===== config.mk =====
export PLATFORM = sky130hd
export DESIGN_NAME = router_fsm_nch_flat
export DESIGN_NICKNAME = d
export VERILOG_FILES = /design/src/rtl/router_fsm_nch_if.sv /design/src/rtl/router_fsm_nch.sv /design/src/flat_wrapper.sv
export SDC_FILE = /design/constraint.sdc
export NUM_CORES = 1
export LEC_CHECK = 0
export CORE_MARGIN = 4
export CORE_UTILIZATION = 45
export DETAILED_ROUTE_END_ITERATION = 8
export PLACE_DENSITY = 0.8
export SYNTH_ARGS = -nofsm -noshare
export SYNTH_HDL_FRONTEND = slang
export SYNTH_SLANG_ARGS = --single-unit

===== constraint.sdc =====
create_clock -name clk -period 2.5 [get_ports clk]
set_clock_uncertainty 0.1 [all_clocks]
set_input_delay 0.5 -clock clk [delete_from_list [all_inputs] [get_ports clk]]
set_output_delay 0.5 -clock clk [all_outputs]
set_load 0.02 [all_outputs]

===== src/rtl/router_fsm_nch_if.sv =====
// router_fsm_nch_if: handshake/status bundle between the router FSM and its register block, FIFOs and synchroniser
interface router_fsm_nch_if #(
  parameter int NUM_CH = 3,
  parameter int ADDR_W = 2
);
  logic              pkt_valid;
  logic              parity_done;
  logic              low_pkt_valid;
  logic [ADDR_W-1:0] data_in;
  logic              fifo_full;
  logic [NUM_CH-1:0] fifo_empty;
  logic [NUM_CH-1:0] soft_reset;
  logic              busy;
  logic              detect_add;
  logic              lfd_state;
  logic              ld_state;
  logic              laf_state;
  logic              full_state;
  logic              rst_int_reg;
  logic              write_enb_reg;
  logic              drop_state;
  logic [NUM_CH-1:0] ch_sel;
  logic              addr_err;
  logic              wait_timeout;
  modport master (
    output pkt_valid, parity_done, low_pkt_valid, data_in, fifo_full, fifo_empty, soft_reset,
    input  busy, detect_add, lfd_state, ld_state, laf_state, full_state, rst_int_reg,
           write_enb_reg, drop_state, ch_sel, addr_err, wait_timeout
  );
  modport slave (
    input  pkt_valid, parity_done, low_pkt_valid, data_in, fifo_full, fifo_empty, soft_reset,
    output busy, detect_add, lfd_state, ld_state, laf_state, full_state, rst_int_reg,
           write_enb_reg, drop_state, ch_sel, addr_err, wait_timeout
  );
endinterface


===== src/rtl/router_fsm_nch.sv =====
// router_fsm_nch: N-channel router control FSM with invalid-address drop and wait-till-empty timeout
module router_fsm_nch #(
  parameter int NUM_CH     = 3,
  parameter int ADDR_W     = 2,
  parameter int WAIT_LIMIT = 8
) (
  input logic             clk,
  input logic             rst,
  router_fsm_nch_if.slave bus
);
  localparam int CW = WAIT_LIMIT > 0 ? $clog2(WAIT_LIMIT + 1) : 1;
  typedef enum logic [3:0] {DA, LFD, LD, FFS, LAF, LP, CPE, WTE, DROP} state_t;
  state_t            state, nxt;
  logic [CW-1:0]     cnt, cnt_nx;
  logic [NUM_CH-1:0] ch_sel, ch_nx, dec;
  logic              addr_ok, sel_empty, sel_sr;
  logic              addr_err, ae_nx, wait_timeout, to_nx;
  assign dec       = NUM_CH'(1) << bus.data_in;
  assign addr_ok   = {1'b0, bus.data_in} < (ADDR_W + 1)'(NUM_CH);
  assign sel_empty = |(bus.fifo_empty & ch_sel);
  assign sel_sr    = |(bus.soft_reset & ch_sel);
  always_ff @(posedge clk or negedge rst) begin
    if (!rst) begin
      state        <= DA;
      cnt          <= '0;
      ch_sel       <= '0;
      addr_err     <= 1'b0;
      wait_timeout <= 1'b0;
    end else begin
      state        <= nxt;
      cnt          <= cnt_nx;
      ch_sel       <= ch_nx;
      addr_err     <= ae_nx;
      wait_timeout <= to_nx;
    end
  end
  always_comb begin
    nxt    = state;
    cnt_nx = cnt;
    ch_nx  = ch_sel;
    ae_nx  = 1'b0;
    to_nx  = 1'b0;
    if (state != DA && state != DROP && sel_sr) nxt = DA;
    else
      case (state)
        DA:
          if (bus.pkt_valid) begin
            if (!addr_ok) begin
              nxt   = DROP;
              ae_nx = 1'b1;
            end else begin
              ch_nx  = dec;
              cnt_nx = '0;
              nxt    = |(bus.fifo_empty & dec) ? LFD : WTE;
            end
          end
        LFD:  nxt = LD;
        LD:   nxt = bus.fifo_full ? FFS : !bus.pkt_valid ? LP : LD;
        FFS:  nxt = bus.fifo_full ? FFS : LAF;
        LAF:  nxt = bus.parity_done ? DA : bus.low_pkt_valid ? LP : LD;
        LP:   nxt = CPE;
        CPE:  nxt = bus.fifo_full ? FFS : DA;
        WTE:
          if (sel_empty) nxt = LFD;
          else if (WAIT_LIMIT > 0 && cnt == CW'(WAIT_LIMIT - 1)) begin
            nxt   = DROP;
            to_nx = 1'b1;
          end else cnt_nx = cnt + CW'(!(&cnt));
        DROP: nxt = bus.pkt_valid ? DROP : DA;
        default: nxt = DA;
      endcase
  end
  assign bus.busy          = state inside {LFD, FFS, LAF, LP, CPE, WTE};
  assign bus.detect_add    = state == DA;
  assign bus.lfd_state     = state == LFD;
  assign bus.ld_state      = state == LD;
  assign bus.laf_state     = state == LAF;
  assign bus.full_state    = state == FFS;
  assign bus.rst_int_reg   = state == CPE;
  assign bus.write_enb_reg = state inside {LD, LAF, LP};
  assign bus.drop_state    = state == DROP;
  assign bus.ch_sel        = ch_sel;
  assign bus.addr_err      = addr_err;
  assign bus.wait_timeout  = wait_timeout;
endmodule


===== src/flat_wrapper.sv =====
// flat-port wrapper written by rule: the top's interface ports become plain ports
module router_fsm_nch_flat 
#(
  parameter int NUM_CH     = 3,
  parameter int ADDR_W     = 2,
  parameter int WAIT_LIMIT = 8
)
  (clk, rst, bus_pkt_valid, bus_parity_done, bus_low_pkt_valid, bus_data_in, bus_fifo_full, bus_fifo_empty, bus_soft_reset, bus_busy, bus_detect_add, bus_lfd_state, bus_ld_state, bus_laf_state, bus_full_state, bus_rst_int_reg, bus_write_enb_reg, bus_drop_state, bus_ch_sel, bus_addr_err, bus_wait_timeout);
  router_fsm_nch_if #(.NUM_CH(NUM_CH), .ADDR_W(ADDR_W)) bus_i ();
  input logic clk;
  input logic rst;
  input wire logic [$bits(bus_i.pkt_valid)-1:0] bus_pkt_valid;
  input wire logic [$bits(bus_i.parity_done)-1:0] bus_parity_done;
  input wire logic [$bits(bus_i.low_pkt_valid)-1:0] bus_low_pkt_valid;
  input wire logic [$bits(bus_i.data_in)-1:0] bus_data_in;
  input wire logic [$bits(bus_i.fifo_full)-1:0] bus_fifo_full;
  input wire logic [$bits(bus_i.fifo_empty)-1:0] bus_fifo_empty;
  input wire logic [$bits(bus_i.soft_reset)-1:0] bus_soft_reset;
  output wire logic [$bits(bus_i.busy)-1:0] bus_busy;
  output wire logic [$bits(bus_i.detect_add)-1:0] bus_detect_add;
  output wire logic [$bits(bus_i.lfd_state)-1:0] bus_lfd_state;
  output wire logic [$bits(bus_i.ld_state)-1:0] bus_ld_state;
  output wire logic [$bits(bus_i.laf_state)-1:0] bus_laf_state;
  output wire logic [$bits(bus_i.full_state)-1:0] bus_full_state;
  output wire logic [$bits(bus_i.rst_int_reg)-1:0] bus_rst_int_reg;
  output wire logic [$bits(bus_i.write_enb_reg)-1:0] bus_write_enb_reg;
  output wire logic [$bits(bus_i.drop_state)-1:0] bus_drop_state;
  output wire logic [$bits(bus_i.ch_sel)-1:0] bus_ch_sel;
  output wire logic [$bits(bus_i.addr_err)-1:0] bus_addr_err;
  output wire logic [$bits(bus_i.wait_timeout)-1:0] bus_wait_timeout;
  assign bus_i.pkt_valid = bus_pkt_valid;
  assign bus_i.parity_done = bus_parity_done;
  assign bus_i.low_pkt_valid = bus_low_pkt_valid;
  assign bus_i.data_in = bus_data_in;
  assign bus_i.fifo_full = bus_fifo_full;
  assign bus_i.fifo_empty = bus_fifo_empty;
  assign bus_i.soft_reset = bus_soft_reset;
  assign bus_busy = bus_i.busy;
  assign bus_detect_add = bus_i.detect_add;
  assign bus_lfd_state = bus_i.lfd_state;
  assign bus_ld_state = bus_i.ld_state;
  assign bus_laf_state = bus_i.laf_state;
  assign bus_full_state = bus_i.full_state;
  assign bus_rst_int_reg = bus_i.rst_int_reg;
  assign bus_write_enb_reg = bus_i.write_enb_reg;
  assign bus_drop_state = bus_i.drop_state;
  assign bus_ch_sel = bus_i.ch_sel;
  assign bus_addr_err = bus_i.addr_err;
  assign bus_wait_timeout = bus_i.wait_timeout;
  router_fsm_nch #(.NUM_CH(NUM_CH), .ADDR_W(ADDR_W), .WAIT_LIMIT(WAIT_LIMIT)) u_core (.clk(clk), .rst(rst), .bus(bus_i));
endmodule

[Yosys cells after proc, flatten, opt, wreduce, memory -nomap -nowiden]
Cells that the tools add are included.
Word-level totals
  register bits: 13
  output and inout port bits: 14
  word-level logic and storage cells: 70
Cells by class
  $add $sub $neg: 1
  order comparisons: 1
  equality and inequality tests: 16
  shift operators: 1
  muxes and demuxes: 27
  bitwise logic cells: 4
  reductions and logical operators: 15
Operators by type and width (number)
  4-bit 2-to-1 mux: 12
  4-bit case mux with 9 select lines: 1
  4-bit by 3-bit == test with 1-bit output, second input constant: 5
  3-bit 2-to-1 mux: 4
  3-bit bitwise AND: 3
  3-bit OR reduction: 3
  4-bit by 2-bit == test with 1-bit output, second input constant: 2
  1-bit 2-to-1 mux: 8
  4-bit case mux with 2 select lines: 1
  4-bit AND reduction: 2
  2-bit != test, second input constant: 3
  6-bit AND reduction: 1
  6-bit nonzero test: 1
  4-bit by 1-bit adder with 4-bit output: 1
  4-bit by 1-bit == test with 1-bit output, second input constant: 1
  4-bit == test, second input constant: 1
  4-bit logical NOT: 1
  4-bit by 1-bit != test with 1-bit output, second input constant: 1
  4-bit != test, second input constant: 1
  4-bit nonzero test: 1
  3-bit by 2-bit != test with 1-bit output, second input constant: 1
  3-bit nonzero test: 1
  1-bit by 2-bit << shifter with 3-bit output, first input constant: 1
  1-bit logical AND: 2
  7 further kinds: 7

[Longest topological paths before layout]
  word-level depth: 8
  gate-level depth with buffers: 7
  mapped depth without buffers: 6

[Worst setup path after synthesis]
Ideal clock, no wire load.
  kind: register to register
  start point: reg u_core.state[0]
  end point: reg u_core.cnt[0]
  data arrival time: 2010 ps
  slack: 270 ps
  cell stages (with the launch flop): 7
  buffers on the path: 2
  period minus slack after synthesis: 2230 ps
  cell sequence: dfrtp_1 > clkbuf_1 > nor4_2 > nand3_1 > clkbuf_1 > and3_1 > a31o_2
Between the ends
  elaborated cells on any way between the ends: 14
  those cells by class: eq/ne (6); mux (1); bitwise (1); reduce/logical (6)
RTL lines
  start, declared: RTL line router_fsm_nch.sv:13  | state_t state, nxt;
  start signal, assigned: RTL line router_fsm_nch.sv:30  | state <= nxt;
  4-bit logical NOT (*)
  via bus_detect_add: RTL line flat_wrapper.sv:20  | output wire logic [$bits(bus_i.detect_add)-1:0] bus_detect_add;
  2-bit by 1-bit != test with 1-bit output (no line), or another cell as far along
  6-bit AND reduction (no line)
  end signal, assigned: RTL line router_fsm_nch.sv:31  | cnt <= cnt_nx;
  end, declared: RTL line router_fsm_nch.sv:14  | logic [CW-1:0] cnt, cnt_nx;
The timed path passes the listed nets; every way through them passes the cells marked *.
A chain may end at the register's enable or synchronous reset.

[Worst setup path after layout]
  start point: reg u_core.state[3]
  end point: out bus_detect_add
Between the ends
  longest elaborated chain between the ends: 1
RTL lines
  4-bit logical NOT: RTL line router_fsm_nch.sv:74  | assign bus.detect_add = state == DA;
  end, declared: RTL line flat_wrapper.sv:20
No other way between the ends.

==> out/results.ini <==
[sta]
worstMarginPinSlew_ns=0.569
relSlewSlack_pct=62.0
rsz0062_at_grt=false
holdWs_ns=0.413
setup_viol=0
slew_violations=0
finalCritPeriodShare_pct=96.8
clock.fmax_mhz=413
min_period_ns=2.42
final-hold-violation-count=0

[synth]
synth_fp_nets=120
yosysWarnings=0
netlist_top_cells_area=dfrtp_1 (37%), o21ai_0 (5.2%), nor2_1 (4.7%)
avgSynthCellArea_sq_um=8.37
synth_top_area_share_pct=37.4
synth_edf_count=0
synth_cell_types=39
syn_area_sq_um=871
synth_top_area_cell=dfrtp_1
synth_ff_type=dfrtp_1
ys_async_sr_fraction_pct=100
synth_common_cells=dfrtp_1 (13), nor2_1 (11), nand2_1 (9), o21ai_0 (9), nor3_1 (7)
yosysMostFrequentCell=dfrtp_1
ys_seq_area_share_pct=37.4
syn_inst=104
ys_ff_latch=13

[layout]
drive_above_1_share_pct=11.9
multi_input_area_sq_um=503
fin_nets=152
insertedDiodeCount=0
seqCellArea_sq_um=329
fillers=148
syn2layout_area_growth_pct=40.1
finalInstanceArea_sq_mm=0.00122

[worst_setup_path]
slowest_delay_ns=0.67
crit_path_cell_trace=nor4_2 > clkdlybuf4s50_1
cp.required_ns=1.90
arrival_ns=1.82
crit_family=buffers and inverters
cp_slowest_cell=clkdlybuf4s50_1
start_kind=flip-flop
cp-end-kind=output pin
path_class=reg -> out
crit_fanout=13
crit_buf_inv=1

[detailed_routing]
first_pass_iters=4
m1WireLength_um=962
drtIter0Drc=29
drtAntennaViolNets=0
num_vias=913
top_layer=met4
drc_errors=0
routedWlPerCell_um=14.5
met2_length_um=1190
dr_wl_met3_um=130
routed_via_density=5.71
routed_wl_um=2320

[placed_design]
place.gp.congestion=0.771
dpl-instance-area_sq_mm=0.00119
hpwl_um=1800
io_buffers=27

[pwr]
total_power_mw=1.18
combPwrFrac_pct=57.3
cellLeakagePower_nw=0.573
sw_frac_of_total_pct=44.1
powerDensity_mw_per_mm2=967
switchingPower_mw=0.520
p_int_mw=0.660
ir_worst_vdd_uv=497
p_seq_share_pct=31.2
power.share.clock_pct=11.5

[clock_network]
cts_sinks=13
post-cts-setup-buffers=0
cts_tree=done
cts_buffers=3
cts_max_level=1
clk_path_buf_depth=2
clkSlewWorstSetupHoldPaths_ns=0.08
clock_latency_ns=0.28
clock-root-buffer=clkbuf_4

[floorplan]
fp.dieW_um=52.0
rows=15
die_h_um=52.0
start_util_pct=48.8
core_area_sq_mm=0.00178
io-pin-count=28
dieArea_sq_mm=0.00270

[global_routing]
grt_pass1_vias=912
grt_max_degree=15
grt_pass1_wl_um=4010
grt_overflow=0
grt.total_usage_pct=19.8
antenna_found_initial=0

[min_path]
hp-class=reg -> reg

[outcome]
run_status=finished clean

[flow_run]
maxCapViolCount=0

-- metal layers --
metal  up-vias  track usage [%]
met3         6             5.44
li1        446                -
met2        31             34.9
met1       430             22.1
met5         -                0
met4         0             7.86
-- through the flow --
stage                     cells  worst slack (ns)  utilization, %  TNS (ns)
final                       160            0.0806            68.4         0
after detailed placement    156           -0.0305            66.5   -0.0305
after CTS                   160            0.0395            68.1         0
after floorplan             104             0.270               -         0
after global placement      156            0.0891            66.5         0
after global routing        160           0.00127            68.4         0
-- cells in the final DEF (no fill, tap or decap), drive strengths merged, types with 2 or more instances in the layout --
| cell | instances |
|---|---|
| a222oi | 2 |
| clkbuf | 4 |
| nor2 | 11 |
| a31o | 2 |
| dfrtp | 13 |
| clkdlybuf4s50 | 24 |
| nor3 | 7 |
| dlymetal6s2s | 2 |
| o21ai | 9 |
| nand2 | 9 |
| nor3b | 3 |
| and2 | 3 |
| nand3 | 3 |
| and3 | 3 |
| ha | 2 |
| inv | 3 |
| a21oi | 3 |
| buf | 6 |
| nand2b | 4 |
-- layout make-up --
cell class / count / share of cell area, %
Multi-Input combinational cell: 82 / 41.2
Sequential cell: 13 / 27.0
Timing Repair Buffer: 33 / 26.2
Tap cell: 25 / 2.56
Clock buffer: 4 / 2.15
Inverter: 3 / 0.923
-- worst reg2reg max path, stage by stage, from the launching register on --
cell      delay, ns
dfrtp_1        0.53
and4b_1        0.41
o211ai_1       0.13
or2_0          0.27
or3_1          0.38
a21boi_1       0.17
-- cells by family after synthesis --
group / count (synthesis) / synth area share, %
compound gates: 27 / 21.1
xor+xnor: 1 / 1.01
fa+ha+maj: 2 / 2.87
buf+inv: 9 / 4.88
flops: 13 / 37.4
mux: 1 / 1.29
simple gates: 51 / 31.5
-- state kept, by name, summed over array words and instances (netlist names) --
| name | count |
|---|---|
| u_core.bus.wait_timeout | 1 |
| u_core.state | 4 |
| u_core.bus.ch_sel | 3 |
| u_core.cnt | 4 |
| u_core.bus.addr_err | 1 |
-- worst paths after layout --
kind | start | end | slack [ns] | depth (start not counted)
min in group asynchronous | rst | u_core.bus.ch_sel[2] | 0.47 | 1
max reg2reg | u_core.state[3] | u_core.cnt[3] | 0.43 | 5
max in group asynchronous | rst | u_core.state[2] | 1.42 | 1
max | u_core.state[3] | bus_detect_add | 0.08 | 2
min reg2reg | u_core.cnt[3] | u_core.bus.wait_timeout | 0.41 | 1
min | u_core.cnt[3] | u_core.bus.wait_timeout | 0.41 | 1
-- what timing repair did --
item	in CTS	in global routing
hold endpoints to repair	0	0
hold buffers	0	0
resized for setup	3	3
setup endpoints to repair	2	3
-- power by group through the flow --
stage | combinational [mW] | sequential, mW | clock [mW]
3_3_place_gp | 0.662 | 0.360 | 0
6_report | 0.676 | 0.368 | 0.136
3_5_place_dp | 0.676 | 0.366 | 0
4_1_cts | 0.679 | 0.364 | 0.138
5_1_grt | 0.746 | 0.381 | 0.148
2_1_floorplan | 0.407 | 0.332 | 0
Note: power is estimated with default switching activity, not from simulation.
